$ cat src/rtl/turn_controller_pkg.sv
// Shared Connect-4 definitions: board geometry, state-bus codes, winner codes and FSM encodings.
package turn_controller_pkg;

  localparam int ROWS = 6;
  localparam int COLS = 7;

  localparam logic [1:0] ST_HOLD  = 2'b00;
  localparam logic [1:0] ST_P1    = 2'b01;
  localparam logic [1:0] ST_P2    = 2'b10;
  localparam logic [1:0] ST_CLEAR = 2'b11;

  localparam logic [1:0] WIN_NONE = 2'b00;
  localparam logic [1:0] WIN_P1   = 2'b01;
  localparam logic [1:0] WIN_P2   = 2'b10;

  typedef enum logic [2:0] {
    FSM_CLEAR  = 3'd0,
    FSM_WAIT   = 3'd1,
    FSM_COMMIT = 3'd2,
    FSM_CHECK  = 3'd3,
    FSM_DONE   = 3'd4
  } fsm_t;

endpackage

$ cat src/rtl/turn_controller_timer.sv
// Per-turn timer: counts while enabled, restarts on clear or on expiry.
// Only present in builds with TURN_TIMEOUT_EN defined.
`ifdef TURN_TIMEOUT_EN
module turn_controller_timer #(
  parameter int CYCLES = 67108864,
  localparam int W     = $clog2(CYCLES) + 1
) (
  input  logic clk,
  input  logic reset,
  input  logic clear,
  input  logic enable,
  output logic expire
);
  logic [W-1:0] cnt_r;

  assign expire = enable && (cnt_r == W'(CYCLES - 1));

  // turn cycle counter
  always_ff @(posedge clk or negedge reset) begin
    if (!reset) begin
      cnt_r <= '0;
    end else if (clear || expire) begin
      cnt_r <= '0;
    end else if (enable) begin
      cnt_r <= cnt_r + W'(1);
    end else begin
      cnt_r <= cnt_r;
    end
  end
endmodule
`endif

$ cat src/rtl/turn_controller.sv
// Connect-4 turn sequencer: validates drops, drives the column state bus, alternates players, ends games.
// Optional per-turn forfeit timer is enabled with the TURN_TIMEOUT_EN macro.
module turn_controller
  import turn_controller_pkg::*;
#(
`ifdef TURN_TIMEOUT_EN
  parameter int TIMEOUT_CYCLES = 67108864,
`endif
  parameter int MAX_MOVES    = ROWS * COLS,
  parameter int CHECK_CYCLES = 2
) (
  input  logic            clk,
  input  logic            reset,
  input  logic            drop_req,
  input  logic [COLS-1:0] in_column,
  input  logic            invalid_column,
  input  logic            win_detected,
  output logic [1:0]      state,
  output logic            current_player,
  output logic [5:0]      move_count,
  output logic            move_rejected,
  output logic            game_over,
  output logic [1:0]      winner
);
  fsm_t       fsm_r, fsm_next_s;
  logic [3:0] chk_cnt_r, chk_next_s;
  logic       player_next_s, reject_next_s;
  logic [5:0] count_next_s;
  logic [1:0] winner_next_s, state_next_s;
  logic       col_ok_s, expire_s;

  assign col_ok_s = (in_column != {COLS{1'b0}}) &&
                    ((in_column & (in_column - COLS'(1))) == {COLS{1'b0}});

`ifdef TURN_TIMEOUT_EN
  turn_controller_timer #(.CYCLES(TIMEOUT_CYCLES)) u_timer (
    .clk    (clk),
    .reset  (reset),
    .clear  (fsm_r != FSM_WAIT),
    .enable (fsm_r == FSM_WAIT),
    .expire (expire_s)
  );
`else
  assign expire_s = 1'b0;
`endif

  // next-state and next-output decision
  always_comb begin
    fsm_next_s    = fsm_r;
    player_next_s = current_player;
    count_next_s  = move_count;
    winner_next_s = winner;
    reject_next_s = 1'b0;
    chk_next_s    = 4'd0;
    case (fsm_r)
      FSM_CLEAR: fsm_next_s = FSM_WAIT;
      FSM_WAIT: begin
        if (drop_req && col_ok_s && !invalid_column) begin
          fsm_next_s = FSM_COMMIT;
          if (move_count < 6'(MAX_MOVES)) begin
            count_next_s = move_count + 6'd1;
          end else begin
            count_next_s = move_count;
          end
        end else if (drop_req) begin
          reject_next_s = 1'b1;
        end else if (expire_s) begin
          // forfeit: the turn passes without a move
          player_next_s = ~current_player;
          reject_next_s = 1'b1;
        end else begin
          fsm_next_s = FSM_WAIT;
        end
      end
      FSM_COMMIT: fsm_next_s = FSM_CHECK;
      FSM_CHECK: begin
        if (chk_cnt_r == 4'(CHECK_CYCLES - 1)) begin
          if (win_detected) begin
            fsm_next_s    = FSM_DONE;
            winner_next_s = current_player ? WIN_P2 : WIN_P1;
          end else if (move_count >= 6'(MAX_MOVES)) begin
            fsm_next_s    = FSM_DONE;
            winner_next_s = WIN_NONE;
          end else begin
            fsm_next_s    = FSM_WAIT;
            player_next_s = ~current_player;
          end
        end else begin
          chk_next_s = chk_cnt_r + 4'd1;
        end
      end
      FSM_DONE: begin
        if (drop_req) begin
          fsm_next_s    = FSM_CLEAR;
          player_next_s = 1'b0;
          count_next_s  = 6'd0;
          winner_next_s = WIN_NONE;
        end else begin
          fsm_next_s = FSM_DONE;
        end
      end
      default: fsm_next_s = FSM_CLEAR;
    endcase
  end

  // state-bus code for the upcoming cycle
  always_comb begin
    state_next_s = ST_HOLD;
    case (fsm_next_s)
      FSM_CLEAR:  state_next_s = ST_CLEAR;
      FSM_COMMIT: state_next_s = current_player ? ST_P2 : ST_P1;
      default:    state_next_s = ST_HOLD;
    endcase
  end

  // FSM and registered outputs
  always_ff @(posedge clk or negedge reset) begin
    if (!reset) begin
      fsm_r          <= FSM_CLEAR;
      chk_cnt_r      <= 4'd0;
      state          <= ST_CLEAR;
      current_player <= 1'b0;
      move_count     <= 6'd0;
      move_rejected  <= 1'b0;
      game_over      <= 1'b0;
      winner         <= WIN_NONE;
    end else begin
      fsm_r          <= fsm_next_s;
      chk_cnt_r      <= chk_next_s;
      state          <= state_next_s;
      current_player <= player_next_s;
      move_count     <= count_next_s;
      move_rejected  <= reject_next_s;
      game_over      <= (fsm_next_s == FSM_DONE);
      winner         <= winner_next_s;
    end
  end
endmodule
$ cat config.mk
export PLATFORM = sky130hd
export DESIGN_NAME = turn_controller
export DESIGN_NICKNAME = d
export VERILOG_FILES = /design/src/rtl/turn_controller_pkg.sv /design/src/rtl/turn_controller_timer.sv /design/src/rtl/turn_controller.sv
export SDC_FILE = /design/constraint.sdc
export NUM_CORES = 1
export LEC_CHECK = 0
export ABC_AREA = 1
export CORE_UTILIZATION = 51
export DETAILED_ROUTE_END_ITERATION = 16
export PLACE_DENSITY = 0.86
export SLEW_MARGIN = 20
export SYNTH_ARGS = -nofsm -noshare
export SYNTH_HDL_FRONTEND = slang
export SYNTH_SLANG_ARGS = --single-unit
$ cat constraint.sdc
create_clock -name clk -period 1.9 [get_ports clk]
set_input_delay 0.19 -clock clk [delete_from_list [all_inputs] [get_ports clk]]
set_output_delay 0.19 -clock clk [all_outputs]
set_load 0.02 [all_outputs]
==> results of run 1 <==
routing by layer:
metal | routed length [um] | vias to the layer above | GRT usage | share of wire
li1 | - | 605 | - | -
met1 | 1193 | 570 | 0.2905 | 0.44
met2 | 1376 | 35 | 0.4177 | 0.51
met3 | 92 | 6 | 0.02632 | 0.034
met4 | 47 | 0 | 0.08108 | 0.017
met5 | 0 | - | 0 | 0
metrics by stage:
| step | power (W) | area, sq um | setup slack, ns |
|---|---|---|---|
| 2_1_floorplan | 0.001327 | 1259 | 0.4998 |
| 3_3_place_gp | 0.001638 | 1541 | 0.2558 |
| 3_5_place_dp | 0.001688 | 1541 | 0.1744 |
| 4_1_cts | 0.002041 | 1594 | 0.2670 |
| 5_1_grt | 0.002210 | 1594 | 0.1983 |
| 6_report | 0.002040 | 1594 | 0.2515 |
sequential cells by signal (all words and copies together), names as in the netlist:
signal,flops
move_count,6
chk_cnt_r,4
fsm_r,3
state,2
winner,2
current_player,1
game_over,1
move_rejected,1
report_power, final:
part	switching [W]	internal [W]
registers	0.000146	0.000557
clock network	0.000134	0.000213
logic	0.000590	0.000400
area by class of cell:
class,count,share of cell area
multi-input combinational,124,0.4050
timing repair buffer,25,0.1554
tap,28,0.02198
inverter,29,0.06907
sequential,20,0.3155
clock inverter,1,0.01884
clock buffer,3,0.01413
kinds of logic (layout without fill, tap and decap cells):
family	count (synthesis)	count (layout)
adder cells (fa/ha/maj)	4	4
flip-flops	20	20
AND/OR/NAND/NOR	105	105
buffers and inverters	29	58
XOR/XNOR	4	4
AO/OA/AOI/OAI	11	11
how the worst min path moves through the flow:
stage	start	to	slack, ns	cells past startpoint
global placement	winner[0]	winner[0]	0.47	2
global route	reset	chk_cnt_r[0]	0.20	1
detailed placement	winner[1]	winner[1]	0.49	2
finish	reset	chk_cnt_r[0]	0.19	1
floorplan	reset	chk_cnt_r[0]	-0.11	0
CTS	reset	chk_cnt_r[0]	0.19	1
placed cells by master, fill, tap and decap left out, types with 2 or more instances in the layout:
master	n
a21oi_1	6
clkbuf_4	3
clkdlybuf4s50_1	24
dfrtp_1	18
dfstp_2	2
ha_1	4
inv_1	22
inv_2	5
nand2_1	46
nand2_2	6
nand3_1	13
nand4_1	6
nor2_1	25
nor2_2	2
o21ai_0	2
o21ai_1	2
xor2_1	3
==> impl_metrics.env, run 1 <==
export IMPL_drcViolationCount=0
export IMPL_synthMostInstantiatedCell="nand2_1"
export IMPL_row_count=17
export IMPL_drtIter0Drc=24
export IMPL_seq_area_sq_um=503.0
export IMPL_synth_seq_area_share=0.3996
export IMPL_critPathLaunchType="flop"
export IMPL_reg2reg_slack_ns=0.33
export IMPL_io_buffers=24
export IMPL_via_per_inst=5.287
export IMPL_wl_um=2710
export IMPL_postRouteAntennaNets=0
export IMPL_postCtsHoldBufs=0
export IMPL_initial_core_util=0.5531
export IMPL_stdcell_count=230
export IMPL_dp_hpwl_um=2133
export IMPL_yosys_area_share_simple=0.3926
export IMPL_cts_setup_buffers=0
export IMPL_fin_util=0.7004
export IMPL_final_nets=219
export IMPL_post_cts_resized=0
export IMPL_power_density_nw_per_um2=1280
export IMPL_htreeDepth=1
export IMPL_synth_top_cell_area_share=0.3579
export IMPL_required_ns=1.71
export IMPL_clock_skew_ns=0.005152
export IMPL_syn_nets=189
export IMPL_leakage_nw=0.8221
export IMPL_relSlewSlack=0.7066
export IMPL_vias=1216
export IMPL_syn_instance_count=173
export IMPL_cts_buffers=3
export IMPL_crit_end="move_count[2]"
export IMPL_timing_rr_end="move_count[2]"
export IMPL_antenna_found_initial=0
export IMPL_cts_sinks=20
export IMPL_synth_adder_area_share=0.03976
export IMPL_cp_num_cells=1
export IMPL_final_layout_size_suffix_gt1_frac=0.1287
export IMPL_fmax_ghz=0.6066
export IMPL_synth_compound_gate_area_share=0.05268
export IMPL_tns_ns=0
export IMPL_crit_family="buffers and inverters"
export IMPL_syn_avg_cell_area_sq_um=7.276
export IMPL_die_h_um=51.68
export IMPL_dp_cells=226
export IMPL_synth_top_family_by_area="simple AND/OR/NAND/NOR gates"
export IMPL_cp_arrival_ns=1.46
export IMPL_worstMarginPinSlew_ns=0.4387
export IMPL_synth_commonest_cells="46 x nand2_1, 25 x nor2_1, 22 x inv_1"
export IMPL_clkSlewWorstSetupHoldPaths_ns=0.12
export IMPL_multi_input_area_sq_um=645.6
export IMPL_ios=25
export IMPL_slowest_delay_ns=0.66
export IMPL_rr_worst_depth=6
export IMPL_critPathLaunch="move_count[2]"
export IMPL_synth_edf_count=0
export IMPL_synth_xor_area_frac=0.02783
export IMPL_core_sq_um=2276
export IMPL_cp_end_kind="output port"
export IMPL_maxCapViolCount=0
export IMPL_synth_seq_cells=20
export IMPL_hold_ws_ns=0.1851
export IMPL_synth_cell_type_count=26
export IMPL_insertion_delay_ns=0.30
export IMPL_hold_path_class="in2async"
export IMPL_yosysWarnings=0
export IMPL_fillers=189
export IMPL_cts_buffer_depth=2
export IMPL_status="complete, no violations"
export IMPL_tritoncts="built"
export IMPL_fin_crit_ns=1.649
export IMPL_setup_violations=0
export IMPL_antennaDiodeCount=0
export IMPL_synth_area_leader_cell="dfrtp_1"
export IMPL_gr_usage_all_layers=0.2343
export IMPL_path_max_fanout=7
export IMPL_root_buffer="clkbuf_4"
export IMPL_wl_per_cell_um=11.78
export IMPL_syn_to_final_growth_pct=26.64
export IMPL_grt_ovfl_total=0
export IMPL_grt_pass1_wl_um=4671
export IMPL_finalMaxSlewViolations=0
export IMPL_hold_viol=0
export IMPL_critical_path_class="reg2out"
export IMPL_r2r_start="fsm_r[0]"
export IMPL_drtPass1Iterations=4
export IMPL_slowest_stage="clkdlybuf4s50_1"
export IMPL_rsz0062_at_grt="false"
export IMPL_netlist_area_sq_um=1259
export IMPL_dieWidth_um=51.68
export IMPL_ir_drop_v=0.0007038
export IMPL_synth_mux_area_frac=0
export IMPL_period_share=0.8676
export IMPL_grt_pass1_vias=1122
export IMPL_place_congestion=0.8642
export IMPL_dieArea_sq_um=2671
export IMPL_grt_max_degree=13
export IMPL_cp_buffers_inverters=1
export IMPL_ys_flop_type="dfrtp_1"
export IMPL_path_cells="clkdlybuf4s50_1"
export IMPL_synth_area_top_cells="dfrtp_1 36%, nand2_1 14%, nor2_1 7.5%, inv_1 6.6%, nand3_1 5.2%"
export IMPL_async_flop_share=1.000
No activity file was read; power rests on OpenSTA's default activity.
==> run 2, diff against run 1 <==
Settings changed: ABC_CLOCK_PERIOD_IN_PS set to 1900, CORE_UTILIZATION 51 to 39, PLACE_DENSITY 0.86 to 0.7, SLEW_MARGIN 20 to 25.
==> run 2 against run 1 <==
  * Cell count rose by 7.0%
  * Critical endpoint unchanged
  * Highest routed layer unchanged
  * Clock skew barely moved
  * First-iteration DRC count fell by 21%
  * Largest cell class unchanged
  * Combinational power fell by 4.1%
==> impl_metrics.env, run 2 (synthesis results as in run 1) <==
export IMPL_met3_usage=0.01319
export IMPL_clkSlewWorstSetupHoldPaths_ns=0.12
export IMPL_fmax_ghz=0.6112
export IMPL_syn_to_final_growth_pct=26.94
export IMPL_cts_setup_buffers=0
export IMPL_postRouteAntennaNets=0
export IMPL_dp_hpwl_um=1821
export IMPL_htreeDepth=1
export IMPL_via_per_inst=4.520
export IMPL_rsz0062_at_grt="false"
export IMPL_leakage_nw=0.8151
export IMPL_core_sq_um=3053
export IMPL_cts_sinks=20
export IMPL_cp_buffers_inverters=1
export IMPL_cts_buffer_depth=2
export IMPL_power_density_nw_per_um2=1186
export IMPL_drtPass1Iterations=4
export IMPL_grtUsageMet1=0.2253
export IMPL_final_layout_size_suffix_gt1_frac=0.1287
export IMPL_grt_pass1_wl_um=4257
export IMPL_final_nets=219
export IMPL_grt_use_met2=0.2549
export IMPL_slowest_delay_ns=0.65
export IMPL_grt_ovfl_total=0
export IMPL_postCtsHoldBufs=0
export IMPL_ios=25
export IMPL_slowest_stage="clkdlybuf4s50_1"
export IMPL_cp_end_kind="output port"
export IMPL_crit_end="move_count[2]"
export IMPL_dieArea_sq_um=3459
export IMPL_grt_pass1_vias=1018
export IMPL_antenna_found_initial=0
export IMPL_row_count=20
export IMPL_post_cts_resized=0
export IMPL_initial_core_util=0.4123
export IMPL_clock_skew_ns=0.004812
export IMPL_die_h_um=58.81
export IMPL_required_ns=1.71
export IMPL_dieWidth_um=58.81
export IMPL_tns_ns=0
export IMPL_crit_family="buffers and inverters"
export IMPL_final_cell_mix="46 x nand2_1, 25 x nor2_1, 24 x clkdlybuf4s50_1"
export IMPL_worstMarginPinSlew_ns=0.4055
export IMPL_hold_path_class="in2async"
export IMPL_finalMaxSlewViolations=0
export IMPL_dp_cells=242
export IMPL_setup_violations=0
export IMPL_grt_max_degree=15
export IMPL_r2r_start="fsm_r[0]"
export IMPL_wl_per_cell_um=9.065
export IMPL_reg2reg_slack_ns=0.40
export IMPL_stdcell_count=246
export IMPL_wl_um=2230
export IMPL_drtIter0Drc=19
export IMPL_regMostFlops="move_count"
export IMPL_cp_num_cells=1
export IMPL_drcViolationCount=0
export IMPL_vias=1112
export IMPL_relSlewSlack=0.7288
export IMPL_hold_viol=0
export IMPL_final_common_cell="nand2_1"
export IMPL_rr_worst_depth=6
export IMPL_status="complete, no violations"
export IMPL_grt_busiest_layer="met2"
export IMPL_path_max_fanout=7
export IMPL_fillers=305
export IMPL_cp_arrival_ns=1.45
export IMPL_maxCapViolCount=0
export IMPL_cts_buffers=3
export IMPL_gr_usage_all_layers=0.1626
export IMPL_io_buffers=24
export IMPL_place_congestion=0.8351
export IMPL_ir_drop_v=0.0004013
export IMPL_critical_path_class="reg2out"
export IMPL_antennaDiodeCount=0
export IMPL_insertion_delay_ns=0.31
export IMPL_largest_register_ffs=6
export IMPL_fin_util=0.5234
export IMPL_critPathLaunchType="flop"
export IMPL_critPathLaunch="move_count[2]"
export IMPL_path_cells="clkdlybuf4s50_1"
export IMPL_tritoncts="built"
export IMPL_timing_rr_end="move_count[2]"
export IMPL_root_buffer="clkbuf_4"
export IMPL_period_share=0.8611
export IMPL_top_regs="move_count (6), chk_cnt_r (4), fsm_r (3)"
export IMPL_fin_crit_ns=1.636
==> run 2: layout make-up <==
class,count,area (sq um),area share
Multi-Input combinational cell,124,645.6,0.4041
Timing Repair Buffer,25,247.7,0.1551
Sequential cell,20,503.0,0.3148
Clock buffer,4,36.28,0.02271
Tap cell,44,55.05,0.03446
Inverter,29,110.1,0.06891
==> run 2: per-stage QoR <==
step                area, sq um  setup WS, ns  power [W]  hold slack [ns]
floorplan                  1259        0.4998   0.001327          -0.1056
global placement           1562        0.2367   0.001655           0.4640
detailed placement         1562        0.2132   0.001664           0.4685
CTS                        1598        0.2298   0.001927           0.1170
global route               1598        0.1569   0.002092           0.1143
finish                     1598        0.2638   0.001894           0.1164
==> run 2: routing by layer <==
layer  vias up  part of all wire
li1        602                 -
met1       481              0.49
met2        24              0.46
met3         5             0.027
met4         0             0.025
met5         -                 0
==> run 2: worst register-to-register path, stage by stage (launching register included) <==
cell and delay (ns):
dfrtp_1 0.45, nor3_4 0.41, inv_2 0.15, o21ai_4 0.14, nand3_4 0.13, nand2_1 0.07, nand2_1 0.05
==> run 2: worst min-delay path by stage <==
stage          startpoint           end  slack, ns  depth (start not counted)
2_1_floorplan       reset  chk_cnt_r[0]      -0.11                          0
3_3_place_gp    winner[0]     winner[0]       0.46                          2
3_5_place_dp        reset      fsm_r[2]       0.47                          1
4_1_cts             reset      fsm_r[0]       0.12                          1
5_1_grt             reset      fsm_r[1]       0.11                          1
6_report            reset      fsm_r[0]       0.12                          1
==> run 2: power breakdown <==
group	internal (W)	leakage [nW]	switching, W	total [W]
clock network	0.000117	0.0210	0.000136	0.000253
logic	0.000398	0.536	0.000551	0.000949
registers	0.000558	0.258	0.000135	0.000692
total	0.00107	0.815	0.000821	0.00189
